===== src/rtl/seq_detector_param.sv =====
// seq_detector_param
// Serial sequence detector with a run-time programmable pattern of up to PAT_W
// bits. Each bit has a don't-care mask, and matches can be overlapping or
// non-overlapping. The match pulse is registered, and a saturating counter
// tracks the number of matches.
//
// Input qualification: in_bit is consumed on every rising clk edge where
// in_valid=1. There is no back-pressure, so the detector always accepts.
// cfg_load has priority over in_valid, and a bit offered in a cfg_load cycle
// is dropped.
//
// Optional build macro SEQ_DETECTOR_TRACE_EN: when it is defined, every
// accepting edge prints a binary trace line (state, in_bit, next history,
// next fill, hit). Ports and timing are identical with or without it.
module seq_detector_param #(
   parameter int PAT_W = 4,
   parameter int CNT_W = 8
) (
   input  logic                         clk,
   input  logic                         rst,
   input  logic                         in_valid,
   input  logic                         in_bit,
   input  logic                         cfg_load,
   input  logic [PAT_W-1:0]             cfg_pattern,
   input  logic [PAT_W-1:0]             cfg_mask,
   input  logic [$clog2(PAT_W+1)-1:0]   cfg_len,
   input  logic                         cfg_overlap,
   output logic                         match,
   output logic [CNT_W-1:0]             match_count,
   output logic                         armed
);

   localparam int               LEN_W   = $clog2(PAT_W + 1);
   localparam logic [LEN_W-1:0] LEN_MAX = LEN_W'(PAT_W);
   localparam logic [CNT_W-1:0] CNT_MAX = '1;

   // The FSM state is visible on the armed output (S_ARMED <=> armed=1).
   typedef enum logic [0:0] {
      S_FILL  = 1'b0,
      S_ARMED = 1'b1
   } state_t;

   state_t            r_state;
   state_t            w_state_n;

   // Latched configuration
   logic [PAT_W-1:0]  r_pattern;
   logic [PAT_W-1:0]  r_mask;
   logic [LEN_W-1:0]  r_len;
   logic              r_overlap;

   // History holds the PAT_W-1 most recent bits. The oldest bit of a PAT_W-wide
   // window is always the bit that falls off on the next shift, so the full
   // window exists only as w_hist_n (stored bits plus the incoming bit).
   logic [PAT_W-2:0]  r_hist;
   logic [LEN_W-1:0]  r_fill;
   logic              r_match;
   logic [CNT_W-1:0]  r_count;

   logic [LEN_W-1:0]  w_fill_n;
   logic [LEN_W-1:0]  w_fill_inc;
   logic              w_match_n;
   logic [CNT_W-1:0]  w_count_n;
   logic [LEN_W-1:0]  w_len_cfg;
   logic [PAT_W-1:0]  w_hist_n;
   logic [PAT_W-1:0]  w_len_mask;
   logic [PAT_W-1:0]  w_cmp_en;
   logic              w_bits_ok;
   logic              w_hit;
   logic              w_accept;

   // A bit is taken only when no configuration load competes for the cycle.
   assign w_accept = in_valid & ~cfg_load;

   // A length of zero, or one longer than the register, falls back to the full width.
   always_comb begin
      w_len_cfg = cfg_len;
      if ((cfg_len == '0) || (cfg_len > LEN_MAX)) begin
         w_len_cfg = LEN_MAX;
      end
   end

   // Window after shifting in the current bit. Bit 0 is the newest bit.
   assign w_hist_n = {r_hist, in_bit};

   // Positions inside the active window (k < len). All others are ignored.
   always_comb begin
      w_len_mask = '0;
      for (int k = 0; k < PAT_W; k++) begin
         w_len_mask[k] = (LEN_W'(k) < r_len);
      end
   end

   assign w_cmp_en  = r_mask & w_len_mask;
   assign w_bits_ok = (((w_hist_n ^ r_pattern) & w_cmp_en) == '0);

   // Fill count after accepting this bit. It saturates at len.
   always_comb begin
      w_fill_inc = r_fill;
      if (r_fill < r_len) begin
         w_fill_inc = r_fill + LEN_W'(1);
      end
   end

   // A hit needs a full window and agreement on every compared position.
   assign w_hit = (w_fill_inc >= r_len) && w_bits_ok;

   // Next-state, fill, match and counter decisions
   always_comb begin
      w_state_n = r_state;
      w_fill_n  = r_fill;
      w_match_n = 1'b0;
      w_count_n = r_count;
      if (cfg_load) begin
         w_state_n = S_FILL;
         w_fill_n  = '0;
         w_count_n = '0;
      end else if (in_valid) begin
         w_fill_n  = w_fill_inc;
         w_match_n = w_hit;
         if (w_hit && (r_count != CNT_MAX)) begin
            w_count_n = r_count + CNT_W'(1);
         end
         case (r_state)
            S_FILL: begin
               // A hit on the completing bit counts in both modes. In
               // non-overlapping mode, that hit consumes the window right away.
               if (w_hit && !r_overlap) begin
                  w_fill_n = '0;
               end else if (w_fill_inc == r_len) begin
                  w_state_n = S_ARMED;
               end
            end
            S_ARMED: begin
               if (w_hit && !r_overlap) begin
                  w_state_n = S_FILL;
                  w_fill_n  = '0;
               end
            end
            default: begin
               w_state_n = S_FILL;
               w_fill_n  = '0;
            end
         endcase
      end
   end

   // State and fill registers
   always_ff @(posedge clk) begin
      if (rst) begin
         r_state <= S_FILL;
         r_fill  <= '0;
      end else begin
         r_state <= w_state_n;
         r_fill  <= w_fill_n;
      end
   end

   // Registered match pulse and saturating counter. Both update on the accepting edge.
   always_ff @(posedge clk) begin
      if (rst) begin
         r_match <= 1'b0;
         r_count <= '0;
      end else begin
         r_match <= w_match_n;
         r_count <= w_count_n;
      end
   end

   // Configuration latch
   always_ff @(posedge clk) begin
      if (rst) begin
         r_pattern <= '0;
         r_mask    <= '1;
         r_len     <= LEN_MAX;
         r_overlap <= 1'b1;
      end else if (cfg_load) begin
         r_pattern <= cfg_pattern;
         r_mask    <= cfg_mask;
         r_len     <= w_len_cfg;
         r_overlap <= cfg_overlap;
      end
   end

   // History shift register. It is flushed by reset or by a configuration load.
   always_ff @(posedge clk) begin
      if (rst) begin
         r_hist <= '0;
      end else if (cfg_load) begin
         r_hist <= '0;
      end else if (in_valid) begin
         r_hist <= w_hist_n[PAT_W-2:0];
      end
   end

   assign match       = r_match;
   assign match_count = r_count;
   assign armed       = (r_state == S_ARMED);

`ifdef SEQ_DETECTOR_TRACE_EN
   // Print one binary trace line per accepted bit.
   always_ff @(posedge clk) begin
      if (!rst && w_accept) begin
         $display("seq_trace state=%b bit=%b hist=%b fill=%b hit=%b",
                  r_state, in_bit, w_hist_n, w_fill_inc, w_hit);
      end
   end
`else
   // Default build produces no trace output.
`endif

endmodule

===== config.mk =====
export PLATFORM = sky130hd
export DESIGN_NAME = seq_detector_param
export DESIGN_NICKNAME = d
export VERILOG_FILES = /design/src/rtl/seq_detector_param.sv
export SDC_FILE = /design/constraint.sdc
export NUM_CORES = 1
export LEC_CHECK = 0
export ABC_AREA = 1
export BUFFER_PORTS_ARGS = -buffer_cell sky130_fd_sc_hd__buf_2
export CORE_ASPECT_RATIO = 0.5
export CORE_MARGIN = 3
export CORE_UTILIZATION = 59
export DETAILED_ROUTE_END_ITERATION = 6
export HOLD_SLACK_MARGIN = 0.02
export PLACE_DENSITY = 0.93
export SYNTH_ARGS = -nofsm -noshare
export SYNTH_HDL_FRONTEND = slang
export SYNTH_SLANG_ARGS = --single-unit

===== constraint.sdc =====
create_clock -name clk -period 6.4 [get_ports clk]
set_clock_uncertainty 0.05 [all_clocks]
set_input_delay 0.32 -clock clk [delete_from_list [all_inputs] [get_ports clk]]
set_output_delay 0.32 -clock clk [all_outputs]
set_load 0.02 [all_outputs]

Word-level counts from Yosys, hierarchy flattened
Cells that the tools add are included.
{ "word_totals": {"regBits": 28, "inputBits": 17, "out_inout_bits": 10, "elab_cells": 42} }
{ "op_classes": {"add_sub_neg": 2, "n_lt_le_gt_ge": 7, "n_eq_ne": 2, "n_mux": 7, "bitwise": 5, "n_reduce_logical": 10} }
{ "op_table": {"columns": ["operator", "n"], "rows": [
  ["$mux 3", 3],
  ["$add 8x1->8 const B", 1],
  ["$and 4x4->4", 2],
  ["$ne 8x8->1 const B", 1],
  ["$lt 1x3->1 const A", 2],
  ["$lt 2x3->1 const A", 2],
  ["$logic_not 4->1", 1],
  ["$xor 4x4->4", 1],
  ["$add 3x1->3 const B", 1],
  ["$eq 3x3->1", 1],
  ["$ge 3x3->1", 1],
  ["$gt 3x3->1 const B", 1],
  ["$logic_and 1x1->1", 3],
  ["$logic_not 3->1", 1],
  ["$lt 3x3->1", 1],
  ["$mux 1", 3],
  ["$reduce_or 3->1", 1],
  ["$not 1->1", 2],
  ["$pmux 1 s2", 1],
  ["$reduce_and 2->1", 1],
  ["$reduce_or 2->1", 1],
  ["$logic_not 1->1", 1],
  ["$logic_or 1x1->1", 1]
]} }

Longest topological paths before layout
{ "depth": {"word_depth": 8, "ltp_mapped": 18} }

Worst setup path before layout
OpenSTA, ideal clock, no wires.
{ "synth_path": {"path_type": "register to register", "startpoint": "reg r_len[2]", "endpoint": "reg r_count[1] (netlist: match_count[1])", "setup_time_ns": 0.064, "arrival_time_ns": 2.251, "path_slack_ns": 4.035, "stages_incl_launch_ff": 18, "n_path_buf": 0, "cell_sequence": "dfxtp_1 > inv_1 > ha_1 > a21oi_1 > nand2_1 > o21ai_0 > inv_1 > ha_1 > nand2_1 > inv_1 > nand2_1 > nand3_2 > nand3_4 > nor2_8 > nand2_4 > inv_2 > nor2_1 > nor2_1"} }
{ "synth_via": {"elab_chain_cells": 7, "word_cells_on_any_way": 13, "classes_between": "6 x order compare; 1 x mux; 2 x bitwise; 4 x reduce/logical"} }
{ "synth_lines": {"columns": ["item", "line_no", "source"], "rows": [
  ["start, declared", "49", "logic [LEN_W-1:0] r_len;"],
  ["start signal, assigned", "180", "r_len <= w_len_cfg;"],
  ["branches (longest 4 deep; another with $lt 3x3->1)", null, null],
  ["$logic_and 1x1->1 (*)", "106", "assign w_hit = (w_fill_inc >= r_len) && w_bits_ok;"],
  ["$logic_and 1x1->1 (*)", "121", "if (w_hit && (r_count != CNT_MAX)) begin"],
  ["$reduce_and 2->1 (no line) (*)", null, null],
  ["end signal, assigned", "166", "r_count <= w_count_n;"],
  ["end, declared", "58", "logic [CNT_W-1:0] r_count;"]
]} }
Every way passes the cells marked *.
A chain may end at the register's enable or synchronous reset.

Worst setup path in the final report
{ "layout_path": {"startpoint": "reg r_len[2]", "endpoint": "reg r_count[0] (netlist: match_count[0])"} }
The elaborated chain is that of the path after synthesis.

==> metrics.log <==
INFO  metric yosys-mux-area-fraction = 0
INFO  metric finalSetupViolCount = 0
INFO  metric routed_wl = 3255 um
INFO  metric totalNegativeSetupSlack = 0 ns
INFO  metric worst_setup_path_start_kind = flop
INFO  metric flow.area_growth_from_synthesis = 13.70%
INFO  metric synthDistinctLibCells = 29
INFO  metric synthTopCellsByCount = 44 x nand2_1, 31 x inv_1, 28 x dfxtp_1
INFO  metric routabilityCongestion = approximately 0.8
INFO  metric post_cts_resized = 0
INFO  metric synthDominantCellAreaShare = 0.3630
INFO  metric synthesis.instances = 212
INFO  metric min_period = 2.716 ns
INFO  metric clock_buffer_depth = 2
INFO  metric start_util = 0.6592
INFO  metric detail_route.iter0.violations = 63
INFO  metric drtAntennaViolNets = 0
INFO  metric syn_area = about 1500 sq um
INFO  metric final_hold_viol_count = 0
INFO  metric die_w = 78.35 um
INFO  metric yosys.cell_count.top_type = nand2_1
INFO  metric drive_gt1_frac = 0.1849
INFO  metric min-delay-path-class = primary input to flop
INFO  metric diodes = 0
INFO  metric synth.net_count = 237
INFO  metric power.static_leakage = a little under 0.0009 uW
INFO  metric holdBufCountCts = 0
INFO  metric firstDrtPassIters = 4
INFO  metric reg2reg_depth = 17
INFO  metric grt_overflow_total = 0
INFO  metric cellPowerDensity = roughly 210 nW/um^2
INFO  metric synth_top_family_by_area = simple AND/OR/NAND/NOR gates
INFO  metric number_of_flops_mapped_to_enable_cells_by_yosys = 0
INFO  metric detailedPlacementHpwl = ~2500 um
INFO  metric cpMaxStageDelayCell = dfxtp_1
INFO  metric io_buffer_count = 26
INFO  metric maxSlewHeadroom = 0.6791
INFO  metric row_count = 12
INFO  metric clk_root_buffer_cell = clkbuf_8
INFO  metric cts_max_level = 1
INFO  metric fmax = 368.2 MHz
INFO  metric crit_required = 6.57 ns
INFO  metric synth_compound_area_frac = 0.1370
INFO  metric chipHeight = between 40 and 50 um
INFO  metric fillers = 178
INFO  metric grt_setup_unrepaired = no
INFO  metric report.power.total = 364.7 uW
INFO  metric ys_async_sr_fraction = 0
INFO  metric timing.critical_path.slowest_cell_delay = 0.40 ns
INFO  metric worstPathCellList = inv_1, ha_1, a21oi_1, nand2_1, o21ai_0, inv_1, ha_1, nand2_1, inv_1, nand2_1, nand3_2, nand3_4, nor2_8, nand2_4, inv_2, nor2_1, nor2_1
INFO  metric synth_xor_xnor_area_share = 0.03971
INFO  metric arrival_time_at_the_worst_endpoint = roughly 2.9 ns
INFO  metric synthTopCellsByArea = dfxtp_1 36%, nand2_1 11%, inv_1 7.5%
INFO  metric cts-buffers-inserted = 3
INFO  metric cts.sinks = 28
INFO  metric cp_max_fo = 9
INFO  metric clk_pin_slew_worst_paths = 0.09 ns
INFO  metric grt_antenna_before_repair = 0
INFO  metric setup.worst_path.end_class = flop
INFO  metric cts_post_setup_buffers_inserted = 0
INFO  metric postSynthAreaPerCell = around 7.3 sq um
INFO  metric grt_pass1_vias = 1275
INFO  metric synthesis.yosys.warnings = 0
INFO  metric final_max_slew_viol_count = 0
INFO  metric yosys.area_share.adder = 0.06483
INFO  metric grt_start_max_net_pins = 16
INFO  metric tritoncts = done
INFO  metric track_usage = 0.2058
INFO  metric synthDominantAreaCellType = dfxtp_1
INFO  metric top_level_pins = 27
INFO  metric worst-slew-pin-transition = 0.4808 ns
INFO  metric clock_insertion_delay_worst_skew = roughly 0.28 ns
INFO  metric run_status = finished, final reports clean
INFO  metric post-route-period-util = 0.4243
INFO  metric timing.max_cap.violations = 0
INFO  metric worst_hold_path.num_cells = 3
INFO  metric fp.dieArea = 3304 sq um
INFO  metric vias_per_cell = 5.297
INFO  metric dr_vias = 1446
INFO  metric grt_pass1_wl = 5375 um
INFO  metric wl_per_cell = 11.92 um
INFO  metric flip_flop_and_latch_count_after_synthesis = 28
INFO  metric vdd.ir_drop.worst = between 0.00015 and 0.0002 V
INFO  metric drc_errors = 0
INFO  metric design.core.area = 2342 sq um
INFO  metric path_class = flop to flop
INFO  metric ys_seq_area_frac = 0.3630
INFO  metric synth_top_flop_cell = dfxtp_1
INFO  metric post_synth_and_or_nand_nor_area_fraction = 0.3015
INFO  metric finish.net_count = 264
-- placed cells by master (no fill, tap or decap), drive strengths merged, types with 2 or more instances in the layout --
master / synthesis / final
inv: 34 / 34
xor2: 6 / 6
nand2: 47 / 47
nand3b: 2 / 2
nand3: 22 / 22
nand4: 2 / 2
a21oi: 20 / 20
buf: 2 / 26
ha: 8 / 8
nor2: 18 / 18
clkbuf: 2 / 4
dfxtp: 28 / 28
o21ai: 13 / 13
-- cells by family after synthesis --
group,Yosys count
simple gates,94
xor+xnor,7
buf+inv,38
fa+ha+maj,8
compound gates,37
flops,28
-- critical path, delay by kind of cell (launching register included) --
kind	cells	cell delay, ns
AOI/OAI and AO/OA	2	0.34
adders and majority gates	2	0.63
buffers and inverters	4	0.37
DFF	1	0.40
and+or+nand+nor	9	0.86
-- per-stage QoR --
stage            util  hold WS (ns)  std cells  area (sq um)  setup slack (ns)
2_1_floorplan       -        0.3697        212          1544             4.035
3_3_place_gp   0.7260        0.3931        269          1700             3.928
3_5_place_dp   0.7260        0.3952        269          1700             3.784
4_1_cts        0.7495        0.1952        273          1755             3.716
5_1_grt        0.7495        0.2010        273          1755             3.456
6_report       0.7495        0.1957        273          1755             3.684
-- report_power, final --
part	switching, uW	total [uW]	internal, uW	leakage, uW
Clock	55.3	110	55.2	0.0000288
Combinational	44.6	68.8	24.3	0.000616
Sequential	4.30	185	181	0.000229
Total	104	365	261	0.000874
-- state kept, by name, indices dropped and copies added (netlist names) --
name         cells
match            1
r_mask           4
r_pattern        4
r_overlap        1
armed            1
match_count      8
r_fill           3
r_hist           3
r_len            3
-- cell type report --
cell class                 instances  area, sq um  area share
sequential                        28        560.5      0.3193
clock buffer                       4        55.05     0.03136
timing repair buffer              26        130.1     0.07413
multi-input combinational        146        838.3      0.4775
tap                               35        43.79     0.02495
inverter                          34        127.6     0.07270
-- worst paths after layout --
path / to / slack (ns) / start
setup reg to reg: match_count[0] / 3.68 / r_len[2]
hold / removal: r_mask[0] / 0.20 / cfg_mask[0]
hold reg to reg: r_mask[0] / 0.42 / r_mask[0]
setup / recovery: match_count[0] / 3.68 / r_len[2]
-- layer usage --
layer | vias to the layer above | routed length (um) | GRT usage
met2 | 62 | 1506 | 0.3537
met4 | 0 | 55 | 0.06620
met1 | 643 | 1433 | 0.2507
met5 | - | 0 | 0
li1 | 733 | - | -
met3 | 8 | 259 | 0.05794
Note: power is estimated with default switching activity, not from simulation.
